<file path="src/rtl/im_loader_if.sv">
// Byte-stream loader bus: program byte handshake, load control/status and
// the instruction memory write port, bundled between driver and loader.
interface im_loader_if #(
  parameter int ADDR_W = 10
) ();

  // load control
  logic              start;
  logic [ADDR_W:0]   word_cnt;

  // byte stream
  logic [7:0]        byte_in;
  logic              byte_valid;
  logic              byte_ready;

  // instruction memory write port
  logic              im_we;
  logic [ADDR_W-1:0] im_waddr;
  logic [31:0]       im_wdata;

  // status
  logic              cpu_rst;
  logic              busy;
  logic              done;
  logic              err;
  logic [ADDR_W:0]   words_loaded;

  // The side that sources bytes and commands loads.
  modport master (
    output start, word_cnt, byte_in, byte_valid,
    input  byte_ready, im_we, im_waddr, im_wdata,
    input  cpu_rst, busy, done, err, words_loaded
  );

  // The loader itself.
  modport slave (
    input  start, word_cnt, byte_in, byte_valid,
    output byte_ready, im_we, im_waddr, im_wdata,
    output cpu_rst, busy, done, err, words_loaded
  );

endinterface

</file>
<file path="src/rtl/im_loader.sv">
// Instruction memory loader: assembles a big-endian byte stream into 32-bit
// words and writes them into the instruction memory, holding the CPU in
// reset for the duration of the load so fetch restarts at the boot PC.
//
// state   | meaning
// --------+-----------------------------------------------------------
// S_IDLE  | no load since reset; waiting for start
// S_LOAD  | accepting bytes of the current word (byte_ready high)
// S_WRITE | one-cycle write of the assembled word into memory
// S_DONE  | load finished or rejected; waiting for the next start
module im_loader #(
  parameter int ADDR_W = 10
) (
  input  logic        clk,
  input  logic        rst,
  im_loader_if.slave  bus
);

  typedef enum logic [1:0] {
    S_IDLE  = 2'd0,
    S_LOAD  = 2'd1,
    S_WRITE = 2'd2,
    S_DONE  = 2'd3
  } state_t;

  // Largest legal word count: one full memory, 2^ADDR_W words.
  localparam logic [ADDR_W:0]   DEPTH    = {1'b1, {ADDR_W{1'b0}}};
  localparam logic [ADDR_W:0]   CNT_ONE  = {{ADDR_W{1'b0}}, 1'b1};
  localparam logic [ADDR_W-1:0] WIDX_ONE = {{(ADDR_W-1){1'b0}}, 1'b1};

  state_t            state_q;
  state_t            state_d;
  logic [ADDR_W:0]   cnt_q;
  logic [ADDR_W:0]   words_q;
  logic [ADDR_W-1:0] widx_q;
  logic [ADDR_W-1:0] waddr_q;
  logic [1:0]        bidx_q;
  logic [31:0]       shreg_q;
  logic [31:0]       wdata_q;
  logic              err_q;

  logic              start_ok;
  logic              xfer;
  logic              last_byte;
  logic              cnt_zero;
  logic              cnt_over;
  logic [ADDR_W:0]   words_inc;
  logic [31:0]       shreg_nxt;

  // start is only honoured when no load is in flight
  assign start_ok  = bus.start && ((state_q == S_IDLE) || (state_q == S_DONE));
  // byte_ready is a pure state decode, so a transfer is valid & LOAD
  assign xfer      = bus.byte_valid && (state_q == S_LOAD);
  assign last_byte = xfer && (bidx_q == 2'd3);
  assign cnt_zero  = (bus.word_cnt == '0);
  assign cnt_over  = (bus.word_cnt > DEPTH);
  assign words_inc = words_q + CNT_ONE;
  assign shreg_nxt = {shreg_q[23:0], bus.byte_in};

  // Next-state decode.
  always_comb begin
    state_d = state_q;
    unique case (state_q)
      S_IDLE, S_DONE: begin
        if (start_ok) begin
          if (cnt_zero || cnt_over) begin
            state_d = S_DONE;
          end else begin
            state_d = S_LOAD;
          end
        end
      end
      S_LOAD: begin
        if (last_byte) begin
          state_d = S_WRITE;
        end
      end
      S_WRITE: begin
        if (words_inc == cnt_q) begin
          state_d = S_DONE;
        end else begin
          state_d = S_LOAD;
        end
      end
      default: state_d = S_IDLE;
    endcase
  end

  // State register.
  always_ff @(posedge clk) begin
    if (rst) begin
      state_q <= S_IDLE;
    end else begin
      state_q <= state_d;
    end
  end

  // Load bookkeeping: latched count, error flag and progress counters.
  always_ff @(posedge clk) begin
    if (rst) begin
      cnt_q   <= '0;
      err_q   <= 1'b0;
      words_q <= '0;
      widx_q  <= '0;
      bidx_q  <= 2'd0;
    end else begin
      if (start_ok) begin
        cnt_q   <= bus.word_cnt;
        err_q   <= cnt_over;
        words_q <= '0;
        widx_q  <= '0;
        bidx_q  <= 2'd0;
      end
      if (xfer) begin
        bidx_q <= bidx_q + 2'd1;
      end
      // the index wraps only after the last word of a full-memory load,
      // where it is never used again
      if (state_q == S_WRITE) begin
        widx_q  <= widx_q + WIDX_ONE;
        words_q <= words_inc;
      end
    end
  end

  // Byte assembly, MSB first.
  always_ff @(posedge clk) begin
    if (rst) begin
      shreg_q <= '0;
    end else if (xfer) begin
      shreg_q <= shreg_nxt;
    end
  end

  // Write-port address/data are captured with the word's final byte so they
  // are valid throughout WRITE and hold their last value afterwards.
  always_ff @(posedge clk) begin
    if (rst) begin
      waddr_q <= '0;
      wdata_q <= '0;
    end else if (last_byte) begin
      waddr_q <= widx_q;
      wdata_q <= shreg_nxt;
    end
  end

  assign bus.byte_ready   = (state_q == S_LOAD);
  assign bus.im_we        = (state_q == S_WRITE);
  assign bus.im_waddr     = waddr_q;
  assign bus.im_wdata     = wdata_q;
  assign bus.busy         = (state_q == S_LOAD) || (state_q == S_WRITE);
  assign bus.cpu_rst      = (state_q == S_LOAD) || (state_q == S_WRITE);
  assign bus.done         = (state_q == S_DONE);
  assign bus.err          = err_q;
  assign bus.words_loaded = words_q;

endmodule

</file>
<file path="src/flat_wrapper.sv">
// flat-port wrapper written by rule: the top's interface ports become plain ports
module im_loader_flat 
#(
  parameter int ADDR_W = 10
)
  (clk, rst, bus_start, bus_word_cnt, bus_byte_in, bus_byte_valid, bus_byte_ready, bus_im_we, bus_im_waddr, bus_im_wdata, bus_cpu_rst, bus_busy, bus_done, bus_err, bus_words_loaded);
  im_loader_if #(.ADDR_W(ADDR_W)) bus_i ();
  input  logic clk;
  input  logic rst;
  input wire logic [$bits(bus_i.start)-1:0] bus_start;
  input wire logic [$bits(bus_i.word_cnt)-1:0] bus_word_cnt;
  input wire logic [$bits(bus_i.byte_in)-1:0] bus_byte_in;
  input wire logic [$bits(bus_i.byte_valid)-1:0] bus_byte_valid;
  output wire logic [$bits(bus_i.byte_ready)-1:0] bus_byte_ready;
  output wire logic [$bits(bus_i.im_we)-1:0] bus_im_we;
  output wire logic [$bits(bus_i.im_waddr)-1:0] bus_im_waddr;
  output wire logic [$bits(bus_i.im_wdata)-1:0] bus_im_wdata;
  output wire logic [$bits(bus_i.cpu_rst)-1:0] bus_cpu_rst;
  output wire logic [$bits(bus_i.busy)-1:0] bus_busy;
  output wire logic [$bits(bus_i.done)-1:0] bus_done;
  output wire logic [$bits(bus_i.err)-1:0] bus_err;
  output wire logic [$bits(bus_i.words_loaded)-1:0] bus_words_loaded;
  assign bus_i.start = bus_start;
  assign bus_i.word_cnt = bus_word_cnt;
  assign bus_i.byte_in = bus_byte_in;
  assign bus_i.byte_valid = bus_byte_valid;
  assign bus_byte_ready = bus_i.byte_ready;
  assign bus_im_we = bus_i.im_we;
  assign bus_im_waddr = bus_i.im_waddr;
  assign bus_im_wdata = bus_i.im_wdata;
  assign bus_cpu_rst = bus_i.cpu_rst;
  assign bus_busy = bus_i.busy;
  assign bus_done = bus_i.done;
  assign bus_err = bus_i.err;
  assign bus_words_loaded = bus_i.words_loaded;
  im_loader #(.ADDR_W(ADDR_W)) u_core (.clk(clk), .rst(rst), .bus(bus_i));
endmodule
</file>
<file path="config.mk">
export PLATFORM = sky130hd
export DESIGN_NAME = im_loader_flat
export DESIGN_NICKNAME = d
export VERILOG_FILES = /design/src/rtl/im_loader_if.sv /design/src/rtl/im_loader.sv /design/src/flat_wrapper.sv
export SDC_FILE = /design/constraint.sdc
export NUM_CORES = 1
export LEC_CHECK = 0
export CELL_PAD_IN_SITES_DETAIL_PLACEMENT = 0
export CELL_PAD_IN_SITES_GLOBAL_PLACEMENT = 1
export CORE_UTILIZATION = 40
export CTS_CLUSTER_DIAMETER = 80
export CTS_CLUSTER_SIZE = 24
export DETAILED_ROUTE_END_ITERATION = 7
export DONT_BUFFER_PORTS = 1
export PLACE_DENSITY_LB_ADDON = 0.1
export REMOVE_ABC_BUFFERS = 1
export SYNTH_ARGS = -nofsm -noshare
export SYNTH_HDL_FRONTEND = slang
export SYNTH_SLANG_ARGS = --single-unit
</file>
<file path="constraint.sdc">
create_clock -name clk -period 2 [get_ports clk]
set_input_delay 0.1 -clock clk [delete_from_list [all_inputs] [get_ports clk]]
set_output_delay 0.1 -clock clk [all_outputs]
set_load 0.1 [all_outputs]
</file>
# --- Word level (Yosys, flattened, before mapping) ---
# Cells that the tools add are included.
totals:
  register_bits: 103
  in_bits: 23
  output_inout_bits: 59
classes:
  add_sub_neg: 3
  magnitude_cmp: 1
  n_eq_ne: 7
  n_mux: 11
  reduce_logical: 12
ops:
  columns: ["operator", "n"]
  rows:
  - ["$mux W11", 2]
  - ["$mux W10", 2]
  - ["$mux W2", 6]
  - ["$add A11 B1 Y11 const B", 1]
  - ["$eq A11 B11 Y1", 1]
  - ["$gt A11 B11 Y1 const B", 1]
  - ["$logic_not A11 Y1", 1]
  - ["$add A10 B1 Y10 const B", 1]
  - ["$eq A2 B2 Y1 const B", 3]
  - ["$pmux W2 S3", 1]
  - ["$ne A2 B1 Y1 const B", 2]
  - ["$reduce_bool A2 Y1", 2]
  - ["$logic_and A1 B1 Y1", 3]
  - ["$logic_or A1 B1 Y1", 3]
  - ["$add A2 B1 Y2 const B", 1]
  - ["$eq A2 B1 Y1 const B", 1]
  - ["$logic_not A2 Y1", 1]
  - ["$reduce_and A2 Y1", 1]
  - ["$reduce_or A2 Y1", 1]

# --- Depth between registers and ports, before layout ---
logic_depth:
  word_depth: 5
  depth_mapped: 8
  depth_no_buf: 7

# --- Worst setup path before layout ---
# OpenSTA, ideal clock, no wires.
synth_path:
  kind: "register to register"
  start: "reg u_core.words_q[3], in the netlist u_core.bus.words_loaded[3]"
  end: "reg u_core.state_q[1]"
  setup_ps: 118
  arrival_time_ps: 2341
  slack_ps: -458
  stages_incl_launch_ff: 7
  n_path_buf: 1
  cell_sequence: "dfxtp_1 -> buf_2 -> nand4_1 -> or2_1 -> xnor2_1 -> and3_1 -> o2111a_1"
synth_via:
  elab_chain_len: 4
synth_lines:
  columns: ["item", "line_no", "text"]
  rows:
  - ["start, declared", "im_loader.sv:34", "logic [ADDR_W:0] words_q;"]
  - ["start signal, assigned", "im_loader.sv:121", "words_q <= words_inc;"]
  - ["$add A11 B1 Y11", "im_loader.sv:57", "assign words_inc = words_q + CNT_ONE;"]
  - ["$eq A11 B11 Y1", "im_loader.sv:79", "if (words_inc == cnt_q) begin"]
  - ["$mux W2", "im_loader.sv:79", null]
  - ["$pmux W2 S3", "im_loader.sv:63", "unique case (state_q)"]
  - ["end signal, assigned", "im_loader.sv:94", "state_q <= state_d;"]
  - ["end, declared", "im_loader.sv:31", "state_t state_q;"]
# No other way between the ends.
# A chain may end at the register's enable or synchronous reset.

# --- Final worst setup path ---
layout_path:
  start: "reg u_core.state_q[0]"
  end: "reg u_core.cnt_q[0]"
layout_via:
  elab_chain_len: 3
  word_cells_on_any_way: 4
  cone_classes: "eq/ne: 1; reduce/logical: 3"
layout_lines:
  columns: ["item", "line_no", "text"]
  rows:
  - ["$eq A2 B2 Y1 or $logic_not A2 Y1 (tied branches)", "im_loader.sv:51", "assign start_ok = bus.start && ((state_q == S_IDLE) || (state_q == S_DONE));"]
  - ["$logic_or A1 B1 Y1 (*)", "im_loader.sv:51", null]
  - ["$logic_and A1 B1 Y1 (*)", "im_loader.sv:51", null]
  - ["end signal, assigned", "im_loader.sv:108", "cnt_q <= bus.word_cnt;"]
  - ["end, declared", "im_loader.sv:33", "logic [ADDR_W:0] cnt_q;"]
# Every way passes the cells marked *; elsewhere a longest branch is shown, timed or not.

==> reports/qor.yml <==
worst_setup_path:
  path_class: "flop to flop"
  cp_data_required_time_ns: 2.30
  cp_num_cells: 7
  r2r_end: "u_core.cnt_q[0]$_SDFFE_PP0P_"
  critPathLaunch: "u_core.state_q[0]$_SDFFE_PP0P_"
  crit_slowest_cell: "dlygate4sd3_1"
  critical_path.endpoint: "u_core.cnt_q[0]$_SDFFE_PP0P_"
  arrival_ns: 2.28
  path_delay_family: "buffers and inverters"
  end_kind: "flop"
  reg2reg_from: "u_core.state_q[0]$_SDFFE_PP0P_"
  start_kind: "flop"
  crit_buf_inv: 3
  slowest_delay_ns: 0.57
  reg2reg_depth: 7
  path_cells: "inv_1 -> ha_4 -> nand2_2 -> buf_4 -> nand2_1 -> a21oi_1 -> dlygate4sd3_1"
  r2r_slack_ns: 0.02
  worstPathMaxFanout: 15
run_status:
  status: "completed"
synth:
  synth-seq-cells: 103
  ys_top_cells_by_count: "nand2_1 (174), dfxtp_1 (103), a21oi_1 (96)"
  yosysUniqueCellTypes: 45
  synthArstFlopShare: 0
  synth.cell_area_mm2: 0.004258
  synthTopCellsByArea: "dfxtp_1 (48%), nand2_1 (15%), a21oi_1 (11%)"
  ys_seq_area_frac: 0.4843
  synth-edff-count: 0
  avgSynthCellArea_um2: 7.798
  synthCells: 546
  ys.flop_type: "dfxtp_1"
  ys_warn_count: 0
  yosysMostFrequentCell: "nand2_1"
  synth_top_area_cell: "dfxtp_1"
  netlist.area_leader.share: 0.4843
placed_design:
  gp_congestion: 0.8328
  port_buffers: 0
  hpwl_mm: 6.387
pwr:
  irDropWorstVdd_mv: 1.208
  powerDensity_mw_per_mm2: 963.4
  intPower_mw: 3.215
  pwr-share-seq: 0.442
  power.share.combinational: 0.288
  p_sw_mw: 1.896
  sw_frac_of_total: 0.3709
  power.share.clock: 0.270
  p_total_mw: 5.111
  p_leak_nw: 1.921
drt:
  routedWlPerCell_um: 13.40
  drt_iter0_markers: 181
  vias: 3735
  routed_wl_mm: 10.11
  viasPerCell: 4.954
  drc: 0
  ant_nets: 0
  dr.pass1.iters: 4
floorplanning:
  coreArea_mm2: 0.01032
  die-area_mm2: 0.01106
  start_util: 0.4124
  die_x_um: 105.2
  die_y_um: 105.2
  pin_count: 82
  rows: 37
timing:
  fin_crit_ns: 1.983
  tightestPinTransition_ns: 0.5473
  slew_viol_final: 0
  fmax_ghz: 0.5044
  hold_viol: 0
  slew_headroom: 0.6381
  timing.final.crit_share: 0.9913
  fin_skew_ns: 0.01647
  setup_viol: 0
  final.setup.tns_ns: 0
global_route:
  antenna_found_initial: 0
  grt_pass1_wl_mm: 16.41
  grt_use_total: 0.1837
  grt_max_degree: 104
  grt_pass1_vias: 3354
  grt.overflow.total: 0
clock_tree:
  cts_sinks: 103
  root_buffer: "clkbuf_8"
  clockBufferDepth: 2
  cts.htree.levels: 3
  cts_buffers: 9
  cts_tree: "yes"
  insertion_delay_ns: 0.36
  clkTransAtPathRegs_ns: 0.10
worst_hold_path:
  hold_class: "input port to flop"
flow_run:
  cap_violations: 0
cells_and_area:
  fin_nets: 643
  drive_above_1_share: 0.1602
  synthToLayoutAreaGrowth_pct: 24.60
  diodes: 0
==> through the flow <==
stage / hold slack [ns] / worst slack (ns) / std cells / instance area [µm²] / util
after floorplan: 0.1691 / -1.030 / 511 / 4120 / -
after global placement: 0.1766 / 0.2564 / 715 / 4828 / 0.4677
after detailed placement: 0.1800 / 0.2201 / 715 / 4828 / 0.4677
after CTS: -0.2226 / 0.02151 / 734 / 5071 / 0.4912
after global routing: 0.06792 / -0.02171 / 754 / 5305 / 0.5139
final: 0.07159 / 0.01749 / 754 / 5305 / 0.5139
==> layer usage <==
layer / vias to the layer above / track usage / wire length, µm
li1: 1950 / - / -
met1: 1699 / 0.2582 / 4916
met2: 77 / 0.2777 / 4578
met3: 9 / 0.03681 / 485
met4: 0 / 0.06640 / 125
met5: - / 0 / 0
==> worst min-delay path by stage <==
stage | to | start | depth (start not counted) | slack (ns)
2_1_floorplan | u_core.bidx_q[0]$_SDFFE_PP0P_ | rst | 1 | 0.17
3_3_place_gp | u_core.shreg_q[7]$_SDFFE_PP0P_ | rst | 1 | 0.18
3_5_place_dp | u_core.bus.im_wdata[9]$_SDFFE_PP0P_ | rst | 1 | 0.18
4_1_cts | u_core.bus.im_wdata[1]$_SDFFE_PP0P_ | rst | 1 | -0.22
5_1_grt | u_core.state_q[0]$_SDFFE_PP0P_ | bus_start | 3 | 0.07
6_report | u_core.state_q[0]$_SDFFE_PP0P_ | bus_start | 3 | 0.07
==> state kept, by name, summed over array words and instances, names as in the netlist <==
signal	flops
u_core.bidx_q	2
u_core.bus.err	1
u_core.bus.im_waddr	10
u_core.bus.im_wdata	32
u_core.bus.words_loaded	11
u_core.cnt_q	11
u_core.shreg_q	24
u_core.state_q	2
u_core.widx_q	10
==> power groups by stage <==
stage / clock network (mW) / logic, mW / registers [mW]
CTS: 1.42 / 1.38 / 2.25
global placement: 0 / 1.35 / 2.30
global route: 1.50 / 1.60 / 2.27
detailed placement: 0 / 1.36 / 2.30
finish: 1.38 / 1.47 / 2.26
floorplan: 0 / 0.944 / 2.35
==> cell usage in the layout, fill, tap and decap left out, drive strengths merged, types with 2 or more instances in the layout <==
cell         count
clkinv           2
nand3b           4
dfxtp          103
inv             13
a21oi           96
dlygate4sd3     22
mux2             2
mux2i            2
a311oi           3
o21ai           11
nand2b           2
a211oi           3
nand4            4
o211ai           2
and2             3
nand2          174
xor2             3
ha               7
nor4             3
and3             2
a31oi            2
or2              2
nand3           15
buf             69
clkbuf          10
nor3             5
o41ai            2
nor2            28
xnor2           12
==> logic make-up after synthesis <==
family / Yosys count / synth area share
DFF: 103 / 0.4843
buffers and inverters: 46 / 0.04202
AOI/OAI and AO/OA: 127 / 0.1657
and+or+nand+nor: 244 / 0.2465
adders and majority gates: 7 / 0.02057
xor gates and xnor gates: 15 / 0.03086
muxes: 4 / 0.009991
==> worst register-to-register path, cell delays in order (launching register included) <==
cell	delay [ns]
dfxtp_2	0.38
inv_1	0.08
ha_4	0.25
nand2_2	0.15
buf_4	0.25
nand2_1	0.09
a21oi_1	0.16
dlygate4sd3_1	0.57
==> cell type report <==
cell class | count | area [µm²]
Fill cell | 1039 | 5019
Tap cell | 136 | 170.2
Multi-Input combinational cell | 397 | 2034
Sequential cell | 103 | 2063
Clock inverter | 6 | 75.07
Clock buffer | 10 | 137.6
Inverter | 11 | 41.29
Timing Repair Buffer | 91 | 783.3
==> timing repair <==
| action | CTS | global route |
|---|---|---|
| hold endpoints to repair | 103 | 100 |
| gates resized for setup | 0 | 4 |
| endpoints found under the setup margin | 0 | 3 |
| buffers inserted | 0 | 0 |
| hold buffers | 3 | 20 |
Power figures use the tool's default switching activity.
